`src/rtl/decoder_scan_ctrl.sv`:
```
// decoder_scan_ctrl: round-robin scan driver for a 2-to-4 decoder.
// Produces the decoder select pair (sel_a = MSB, sel_b = LSB) and an active-low
// enable. Each channel is enabled for DWELL_CYC cycles, separated by BLANK_CYC
// cycles with the decoder disabled. Supports free-run and single-step modes.
// Optional feature: define SCAN_MASK_EN to add skip_mask[3:0] (bit i = 1 skips
// channel i). Without the macro all four channels are visited in order.
module decoder_scan_ctrl #(
    parameter int unsigned CNT_W     = 8,
    parameter int unsigned DWELL_CYC = 8,
    parameter int unsigned BLANK_CYC = 2
) (
    input  logic       clk,
    input  logic       rst_n,
    input  logic       start,
    input  logic       stop,
    input  logic       step_mode,
    input  logic       step,
`ifdef SCAN_MASK_EN
    input  logic [3:0] skip_mask,
`endif
    output logic       sel_a,
    output logic       sel_b,
    output logic       en_n,
    output logic       busy,
    output logic       frame_done
);

    localparam int unsigned SEL_W = 2;

    // Terminal counts. DWELL counts 0..DWELL_CYC-1. BLANK counts up to BLANK_CYC;
    // it is entered at 1 from a dwell (that edge already blanks) and at 0 from
    // IDLE, so the first blank after start is one cycle longer.
    localparam logic [CNT_W-1:0] DWELL_LAST = CNT_W'(DWELL_CYC - 1);
    localparam logic [CNT_W-1:0] BLANK_LAST = CNT_W'(BLANK_CYC);

    typedef enum logic [1:0] {
        S_IDLE  = 2'd0,
        S_BLANK = 2'd1,
        S_DWELL = 2'd2,
        S_WAIT  = 2'd3
    } state_t;

    state_t             state_q, state_d;
    logic [CNT_W-1:0]   cnt_q, cnt_d;
    logic [SEL_W-1:0]   sel_q, sel_d;
    logic               en_n_q, en_n_d;
    logic               busy_q, busy_d;
    logic               fd_q, fd_d;

    // Channel selection helpers
    logic               start_ok;
    logic [SEL_W-1:0]   start_sel;
    logic               adv_valid;
    logic [SEL_W-1:0]   adv_sel;
    logic               adv_wrap;
    logic               do_adv;

`ifdef SCAN_MASK_EN
    // Returns {found, index} of the first unmasked channel after cur, wrapping;
    // cur itself is checked last.
    function automatic logic [SEL_W:0] next_chan(input logic [SEL_W-1:0] cur,
                                                 input logic [3:0]       mask);
        logic [SEL_W:0]   res;
        logic [SEL_W-1:0] cand;
        res = '0;
        for (int i = 4; i >= 1; i--) begin
            cand = cur + SEL_W'(i);
            if (!mask[cand]) begin
                res = {1'b1, cand};
            end
        end
        return res;
    endfunction

    logic [SEL_W:0] first_pick;
    logic [SEL_W:0] next_pick;

    // Masked channel selection for start and advance
    always_comb begin
        first_pick = next_chan(SEL_W'(3), skip_mask);
        next_pick  = next_chan(sel_q, skip_mask);
        start_ok   = first_pick[SEL_W];
        start_sel  = first_pick[SEL_W-1:0];
        adv_valid  = next_pick[SEL_W];
        adv_sel    = next_pick[SEL_W-1:0];
        adv_wrap   = (next_pick[SEL_W-1:0] <= sel_q);
    end
`else
    // Plain modulo-4 channel selection
    always_comb begin
        start_ok  = 1'b1;
        start_sel = '0;
        adv_valid = 1'b1;
        adv_sel   = sel_q + SEL_W'(1);
        adv_wrap  = (sel_q == SEL_W'(3));
    end
`endif

    // Next-state and registered-output logic
    always_comb begin
        state_d = state_q;
        cnt_d   = cnt_q;
        sel_d   = sel_q;
        en_n_d  = en_n_q;
        fd_d    = 1'b0;
        do_adv  = 1'b0;

        case (state_q)
            S_IDLE: begin
                en_n_d = 1'b1;
                sel_d  = '0;
                cnt_d  = '0;
                if (start && !stop && start_ok) begin
                    state_d = S_BLANK;
                    sel_d   = start_sel;
                end
            end
            S_BLANK: begin
                if (cnt_q == BLANK_LAST) begin
                    state_d = S_DWELL;
                    cnt_d   = '0;
                    en_n_d  = 1'b0;
                end else begin
                    cnt_d = cnt_q + CNT_W'(1);
                end
            end
            S_DWELL: begin
                if (cnt_q == DWELL_LAST) begin
                    if (step_mode) begin
                        state_d = S_WAIT;
                    end else begin
                        do_adv = 1'b1;
                    end
                end else begin
                    cnt_d = cnt_q + CNT_W'(1);
                end
            end
            S_WAIT: begin
                if (step) begin
                    do_adv = 1'b1;
                end
            end
            default: begin
                state_d = S_IDLE;
                sel_d   = '0;
                en_n_d  = 1'b1;
                cnt_d   = '0;
            end
        endcase

        // Select only changes on the edge that also disables the decoder
        if (do_adv) begin
            en_n_d = 1'b1;
            if (adv_valid) begin
                state_d = S_BLANK;
                sel_d   = adv_sel;
                cnt_d   = CNT_W'(1);
                fd_d    = adv_wrap;
            end else begin
                state_d = S_IDLE;
                sel_d   = '0;
                cnt_d   = '0;
            end
        end

        // stop overrides everything else
        if (stop && (state_q != S_IDLE)) begin
            state_d = S_IDLE;
            sel_d   = '0;
            en_n_d  = 1'b1;
            cnt_d   = '0;
            fd_d    = 1'b0;
        end

        busy_d = (state_d != S_IDLE);
    end

    // State and output registers
    always_ff @(posedge clk or negedge rst_n) begin
        if (!rst_n) begin
            state_q <= S_IDLE;
            cnt_q   <= '0;
            sel_q   <= '0;
            en_n_q  <= 1'b1;
            busy_q  <= 1'b0;
            fd_q    <= 1'b0;
        end else begin
            state_q <= state_d;
            cnt_q   <= cnt_d;
            sel_q   <= sel_d;
            en_n_q  <= en_n_d;
            busy_q  <= busy_d;
            fd_q    <= fd_d;
        end
    end

    assign sel_a      = sel_q[1];
    assign sel_b      = sel_q[0];
    assign en_n       = en_n_q;
    assign busy       = busy_q;
    assign frame_done = fd_q;

endmodule

```
`config.mk`:
```
export PLATFORM = sky130hd
export DESIGN_NAME = decoder_scan_ctrl
export DESIGN_NICKNAME = d
export VERILOG_FILES = /design/src/rtl/decoder_scan_ctrl.sv
export SDC_FILE = /design/constraint.sdc
export NUM_CORES = 1
export LEC_CHECK = 0
export CAP_MARGIN = 20
export CORE_MARGIN = 2
export CORE_UTILIZATION = 56
export CTS_CLUSTER_SIZE = 30
export DETAILED_ROUTE_END_ITERATION = 7
export HOLD_SLACK_MARGIN = 0.1
export PLACE_DENSITY_LB_ADDON = 0.15
export SLEW_MARGIN = 10
export SYNTH_ARGS = -nofsm -noshare
export SYNTH_HDL_FRONTEND = slang
export SYNTH_SLANG_ARGS = --single-unit
```
`constraint.sdc`:
```
create_clock -name clk -period 5.7 [get_ports clk]
set_input_delay 0.855 -clock clk [delete_from_list [all_inputs] [get_ports clk]]
set_output_delay 0.855 -clock clk [all_outputs]
set_load 0.1 [all_outputs]
```
Yosys cells after proc, flatten, opt, wreduce, memory -nomap -nowiden
Index checks and enable logic that the tools add are counted.
- output and inout port bits: 5
- bits in registers: 15
- logic and storage cells: 52
- bits of input ports: 6
- mux-type cells: 25
- add/subtract/negate cells: 2
- reductions and logical operators: 11
- eq/ne operators: 8
- operator list (cell ; count):
    2-to-1 mux 8 bit ; 4
    case mux 8 bit (3 select lines) ; 1
    2-to-1 mux 2 bit ; 9
    adder 8 x 1 -> 8 bit (second input constant) ; 1
    equality test 8 x 2 -> 1 bit (second input constant) ; 1
    equality test 8 x 3 -> 1 bit (second input constant) ; 1
    2-to-1 mux 1 bit ; 8
    != test 4 bit (second input constant) ; 2
    equality test 2 bit (second input constant) ; 3
    case mux 2 bit (3 select lines) ; 1
    nonzero test 5 bit ; 1
    case mux 1 bit (2 select lines) ; 2
    AND reduction 2 bit ; 2
    nonzero test 2 bit ; 2
    nonzero test 4 bit ; 1
    nonzero test 3 bit ; 1
    adder 2 x 1 -> 2 bit (second input constant) ; 1
    equality test 2 x 1 -> 1 bit (second input constant) ; 1
    logical AND 1 bit ; 2
    logical NOT 2 bit ; 1
    logical NOT 1 bit ; 1

Logic depth before layout (Yosys ltp)
- word-level depth: 7
- mapped depth: 8
- mapped depth without buffers: 7

Worst setup path after synthesis
OpenSTA, ideal clock, no wires.
- path kind: register -> register
- start point: register state_q[0]
- end point: register cnt_q[3]
- clock period less this slack: 2.002 ns
- buffers on the path: 1
- arrival: 1.881 ns
- required time: 5.579 ns
- setup slack: 3.698 ns
- cell stages (with the launch flop): 9
- cells stage by stage: dfrtp_1 > inv_1 > ha_1 > or4b_4 > nor3_2 > nand2b_4 > buf_12 > o31ai_1 > a22o_1
- cells in the longest elaborated chain, start to end: 4
- elaborated cells between the ends (all ways): 13
- ends and longest elaborated chain (what ; line ; source):
    from (decl) ; 43 ; state_t state_q, state_d;
    from (signal assigned) ; 188 ; state_q <= state_d;
    equality test 2 bit (tied with other cells) ; 108 ; case (state_q)
    case mux 1 bit (2 select lines) (tied with other cells) ; 108 ;
    != test 4 bit (no source line) (tied with other cells) ; - ;
    AND reduction 2 bit (no source line) or 2-to-1 mux 8 bit (tied branches) ; - ;
    to (signal assigned) ; 189 ; cnt_q <= cnt_d;
    to (decl) ; 44 ; logic [CNT_W-1:0] cnt_q, cnt_d;
Several ways; a longest one is shown, not always the timed one.
A chain may end at the register's enable or synchronous reset.

Worst setup path in the final report
- start point: register en_n_q (netlist: en_n)
- end point: output port en_n
- RTL lines (what ; line ; source):
    from (decl) ; 46 ; logic en_n_q, en_n_d;
    from (signal assigned) ; 191 ; en_n_q <= en_n_d;
    to (decl) ; 23 ; output logic en_n,
No word-level cell between the ends.

==> run metrics <==
status finished, final reports clean; Die Area 0.00226 mm2; Total Wirelength ~2.2 mm; CTS Sinks 15; Pre-antenna DRT Iters 4; max-slew violations 0; Resized cells post-CTS 0; power density over the cells approximately 420 mW/mm2; Area Growth Syn to Fin 13.0%; final hold vios 0; Max Fclk 0.358 GHz; root buffer cell clkbuf_4; H-Tree Depth 1; die height approximately 48 um; IO Count 11; Fill cells 148; CP Capture Type primary output; Final Net Count 136; Synth area leaders dfrtp_1 33%, ha_1 12%, o31ai_1 3.5%; ANT nets after route 0; DR vias/cell 6.05; CP Buf/Inv Count 1; Initial Util approximately three fifths; GRT Util Overall 21.5%; clock skew approximately 0.0097 ns; final period demand of the worst path between 2 and 3 ns; r2r setup slk 3.49 ns; DRC viols 0; worst path required time 4.85 ns; Synth top area share 33.1%; # port buffers 10; Setup Crit Path Kind reg -> out; vias in the first global route 780; first-pass GRT wire length 3.42 mm; RD Place Congestion 0.815; CTS buffer count 3; crit-path max cell delay roughly 1.1 ns; Setup-failing EPs final 0; worst min path class reg -> reg; routed via count 871; Synth area leader dfrtp_1; RSZ-0062 raised after global routing false; global route overflow 0; slew at the pin closest to its max-slew limit 0.966 ns; P_leak 0.521 nW; net count after synthesis 122; commonest non-fill, non-tap cell in the layout dfrtp_1; Crit-path slowest cell clkdlybuf4s50_1; total negative slack 0 ns; CTS tree built; Cell Chain, Critical Path clkdlybuf4s50_1; area of the core 0.00175 mm2; critical path fanouts, max 2; commonest cells after routing, fill and taps aside 14 x dfrtp_1, 10 x ha_1, 10 x clkdlybuf4s50_1; mapped cell area 0.00106 mm2; Final HPWL DP 1.60 mm; Hold WS 0.583 ns; n_diodes 0; hold_buf cts 0; Crit path arrival time ~1.9 ns; pin count of the biggest net entering global routing 16; Yosys warning count 0; #FFs+latches synth 15; drt wl/cell about 15 um; delay-heaviest family, CP buffers and inverters; row cnt 15; clk_lat worst skew 0.29 ns; sequential fraction of the synthesis area 35.5%; CP startpoint kind register; post-CTS setup buffers 0; Worst VDD drop 250 uV; clk slew on worst S/H paths about 0.1 ns; layout cell share with drive strength beyond 1 11.8%; synth unique cells 43; Max Cap Violations 0; Final Cycle Share 49.1%; syn avg cell area 10.0 um2; Gate Count Post-Synth 106; initial antenna violation count 0; maximum buffer depth of the clock tree 2; 1st-iter DRT viols 23; die span in x about 48 um; Rel. slew slack 35.4%
-- layer usage --
| layer | GRT usage [%] | wire length (um) | up-vias |
|---|---|---|---|
| met5 | 0 | 0 | - |
| met4 | 8.33 | 12 | 0 |
| met3 | 2.26 | 94 | 2 |
| met2 | 33.2 | 957 | 28 |
| met1 | 30.9 | 1110 | 413 |
| li1 | - | - | 428 |
-- cells in the mapped netlist (all sizes together) --
library cell,number
a2111oi,1
a211oi,2
a21o,2
a21oi,4
a221o,1
a22o,4
a31o,2
a31oi,2
and2,1
and2b,1
and3,3
buf,1
dfrtp,14
dfstp,1
ha,10
inv,5
nand2,6
nand2b,4
nand3,6
nand4,1
nand4bb,1
nor2,10
nor2b,3
nor3,4
nor4,2
o211ai,1
o21ai,2
o21bai,1
o22a,1
o22ai,1
o2bb2ai,1
o31a,1
o31ai,5
o41ai,1
or4b,1
-- flip-flops by register name (all words and copies together), names as in the netlist --
register / cells
busy: 1
cnt_q: 8
en_n: 1
frame_done: 1
sel_q: 2
state_q: 2
-- stage by stage --
step	instance area, um2	setup WS, ns	utilization, %	power, W	cells
global placement	1170	3.01	67.1	0.000434	140
global route	1200	2.86	68.6	0.000534	144
finish	1200	2.90	68.6	0.000505	144
detailed placement	1170	2.96	67.1	0.000439	140
CTS	1200	2.89	68.6	0.000504	144
floorplan	1060	3.70	-	0.000388	106
-- layout make-up --
cell class	count	area (um2)	share of cell area (%)
sequential	15	377	31.5
inverter	5	18.8	1.57
multi-input combinational	85	644	53.8
tap	25	31.3	2.61
timing repair buffer	10	100	8.36
clock buffer	4	26.3	2.19
-- cell families after synthesis --
logic type / after synthesis / share of synthesized area, %
simple gates: 43 / 23.8
fa+ha+maj: 10 / 11.8
buf+inv: 6 / 3.66
flops: 15 / 35.5
compound gates: 32 / 25.1
-- path summary, 6_finish.rpt --
| kind | from | end | cells after the start |
|---|---|---|---|
| worst max-delay path | en_n$_DFFE_PN1P_ | en_n | 1 |
| worst min-delay path | cnt_q[1]$_DFFE_PN0P_ | cnt_q[1]$_DFFE_PN0P_ | 2 |
| worst max register to register | state_q[0]$_DFF_PN0_ | cnt_q[4]$_DFFE_PN0P_ | 7 |
| worst min register to register | cnt_q[1]$_DFFE_PN0P_ | cnt_q[1]$_DFFE_PN0P_ | 2 |
| max in group asynchronous | rst_n | sel_q[0]$_DFFE_PN0P_ | 1 |
| min in group asynchronous | rst_n | cnt_q[3]$_DFFE_PN0P_ | 1 |
-- report_power, final --
part | switching, W | internal [W] | leakage (nW) | total [W]
clock network | 0.0000353 | 0.0000272 | 0.0150 | 0.0000625
registers | 0.0000166 | 0.000125 | 0.202 | 0.000142
logic | 0.000196 | 0.000104 | 0.304 | 0.000300
(Power assumes the default switching activity.)
==> variant (same settings) <==
Encoding of `state_t`: now one-hot (4 bits for 4 states).
--- a/src/rtl/decoder_scan_ctrl.sv
+++ b/src/rtl/decoder_scan_ctrl.sv
@@ -33,11 +33,11 @@
     localparam logic [CNT_W-1:0] DWELL_LAST = CNT_W'(DWELL_CYC - 1);
     localparam logic [CNT_W-1:0] BLANK_LAST = CNT_W'(BLANK_CYC);
 
-    typedef enum logic [1:0] {
-        S_IDLE  = 2'd0,
-        S_BLANK = 2'd1,
-        S_DWELL = 2'd2,
-        S_WAIT  = 2'd3
+    typedef enum logic [3:0] {
+        S_IDLE  = 4'b0001,
+        S_BLANK = 4'b0010,
+        S_DWELL = 4'b0100,
+        S_WAIT  = 4'b1000
     } state_t;
 
     state_t             state_q, state_d;
Formal check against the unedited RTL: no difference found for any inputs over 10 cycles, from zero or initial values and one cycle with rst_n low; not proved beyond that.
==> variant against the original RTL <==
- wire length fell by 6.9%
- utilization rose by 0.65 points
- cell area rose by 0.94%
- setup slack got worse by 0.016 ns
- sequential share of layout area rose by 4.0 points
- sequential cell count rose by 2
- area after synthesis fell by 0.83%
- clock skew fell by 0.0085 ns
Power is not compared: it rests on default switching activity, and its combinational part moved more than twofold at a synthesized area within 25%.
==> variant: results (changes against the original RTL) <==
H-tree depth 1 (unchanged); synth cell count leaders dfrtp_1 (15), nand2_1 (8), nor3_1 (5); CP max FO 2 (unchanged); Slew @ Worst Pin 0.977 ns (+0.0115 ns); r2r worst-path depth 6 (-1); area share of fa/ha/maj cells after synthesis 3.57% (-8.2 points); ANT cells 0 (unchanged); Worst Setup SP en_n; worst hold slack 0.538 ns (-0.0449 ns); FFs w/ async S/R, synth 100% (unchanged); Final nets 118 (-13%); hold path depth 2 (unchanged); post-synthesis mux area share 2.38% (+2.4 points); R2R Setup Slk 3.43 ns (-0.06 ns); vias in the first global route 769 (-1.4%); Hold Path Class reg2reg; Layout Skew 0.00120 ns (-0.00853 ns); Synth Warn # 0 (unchanged); gr usage total 22.5% (+0.97 points); crit path max-delay cell type clkdlybuf4s50_1; Top Registers cnt_q: 8 flops, state_q: 4 flops, sel_q: 2 flops; maximum VDD drop 0.121 mV; first-pass GRT wire length 3.51 mm (+2.6%); largest net degree at the start of global routing 18 (+2); CTS max path bufs 2 (unchanged); Arr. time, crit path 1.96 ns (+0.02 ns); compound-cell area share of the yosys netlist 21.7% (-3.5 points); CP max stage delay 1.13 ns; sequential share of the synthesized area 40.7% (+5.2 points); initial antenna violation count 0 (unchanged); worst skew pair latency 0.29 ns (about the same); kind of cell adding the most delay to the critical path buffers and inverters; GPL Wtd Cong 0.781 (-4.2%); r2r startpoint cnt_q[1]; worst setup path end en_n; Lkg Pwr 0.549 nW; reg2reg end cnt_q[4]; syn nets 103 (-16%); DR vias 799 (-8.3%); Post-Synth XOR/XNOR Area 1.67% (+1.7 points); final HPWL from detailed placement 1.52 mm (-4.8%); outcome completed; Hold Crit Start en_n; synth top area cells dfrtp_1 (36%), dfstp_2 (5.0%), ha_1 (3.6%), nand2_1 (2.9%), nor4b_2 (2.9%); DRT iter0 DRCs 24 (+4.3%); post-CTS sizing 0 (unchanged); number of library cell types mapped by synthesis 46 (+7.0%); terminating pin of the worst hold path en_n; Num CTS Buffers 3 (unchanged); Worst-path clk slew 0.10 ns (about the same); Total Wirelength 2.03 mm (-6.9%); layout cells sized above 1 20.4% (+8.6 points); root buf cell clkbuf_4; # port buffers 10 (unchanged); postcts setup bufs 0 (unchanged); drt first pass iters 4 (unchanged)
variant: cell types whose count changed in the layout (fill, tap and decap cells not counted), sizes merged, moves of 3 or more:
cell    change
nand2b      -4
nor4b       +3
nand3       -4
ha          -7
nor2        -5
nor2b       -3
o31ai       -5
variant: cells by family (layout without fill, tap and decap cells):
| logic type | after synthesis | after routing |
|---|---|---|
| AND/OR/NAND/NOR | 40 | 40 |
| flip-flops | 17 | 17 |
| multiplexers | 2 | 2 |
| XOR/XNOR | 2 | 2 |
| buffers and inverters | 4 | 18 |
| adder cells (fa/ha/maj) | 3 | 3 |
| AO/OA/AOI/OAI | 26 | 26 |
variant: power breakdown:
part           internal [W]  total (W)  switching (W)
registers          0.000123   0.000125     0.00000241
clock network     0.0000272  0.0000661      0.0000389
logic             0.0000115  0.0000270      0.0000155
variant: layout make-up:
type / instances / area (um^2)
Clock buffer: 4 / 26.3
Fill cell: 134 / 537
Inverter: 4 / 15.0
Multi-Input combinational cell: 73 / 608
Sequential cell: 17 / 428
Tap cell: 25 / 31.3
Timing Repair Buffer: 10 / 100
variant: metrics by stage:
step	instance area (um^2)	total power (W)	cells	utilization [%]	worst slack [ns]
finish	1210	0.000218	133	69.2	2.89
global route	1210	0.000226	133	69.2	2.85
CTS	1210	0.000220	133	69.2	2.88
detailed placement	1180	0.000155	129	67.7	3.02
global placement	1180	0.000154	129	67.7	3.08
floorplan	1050	0.000144	94	-	3.66
variant: metal layers:
| layer | track usage, % | vias to the layer above | routed length, um |
|---|---|---|---|
| met2 | 33.5 | 12 | 968 |
| li1 | - | 393 | - |
| met3 | 2.31 | 2 | 43 |
| met4 | 8.33 | 0 | 13 |
| met1 | 33.6 | 392 | 1000 |
| met5 | 0 | - | 0 |
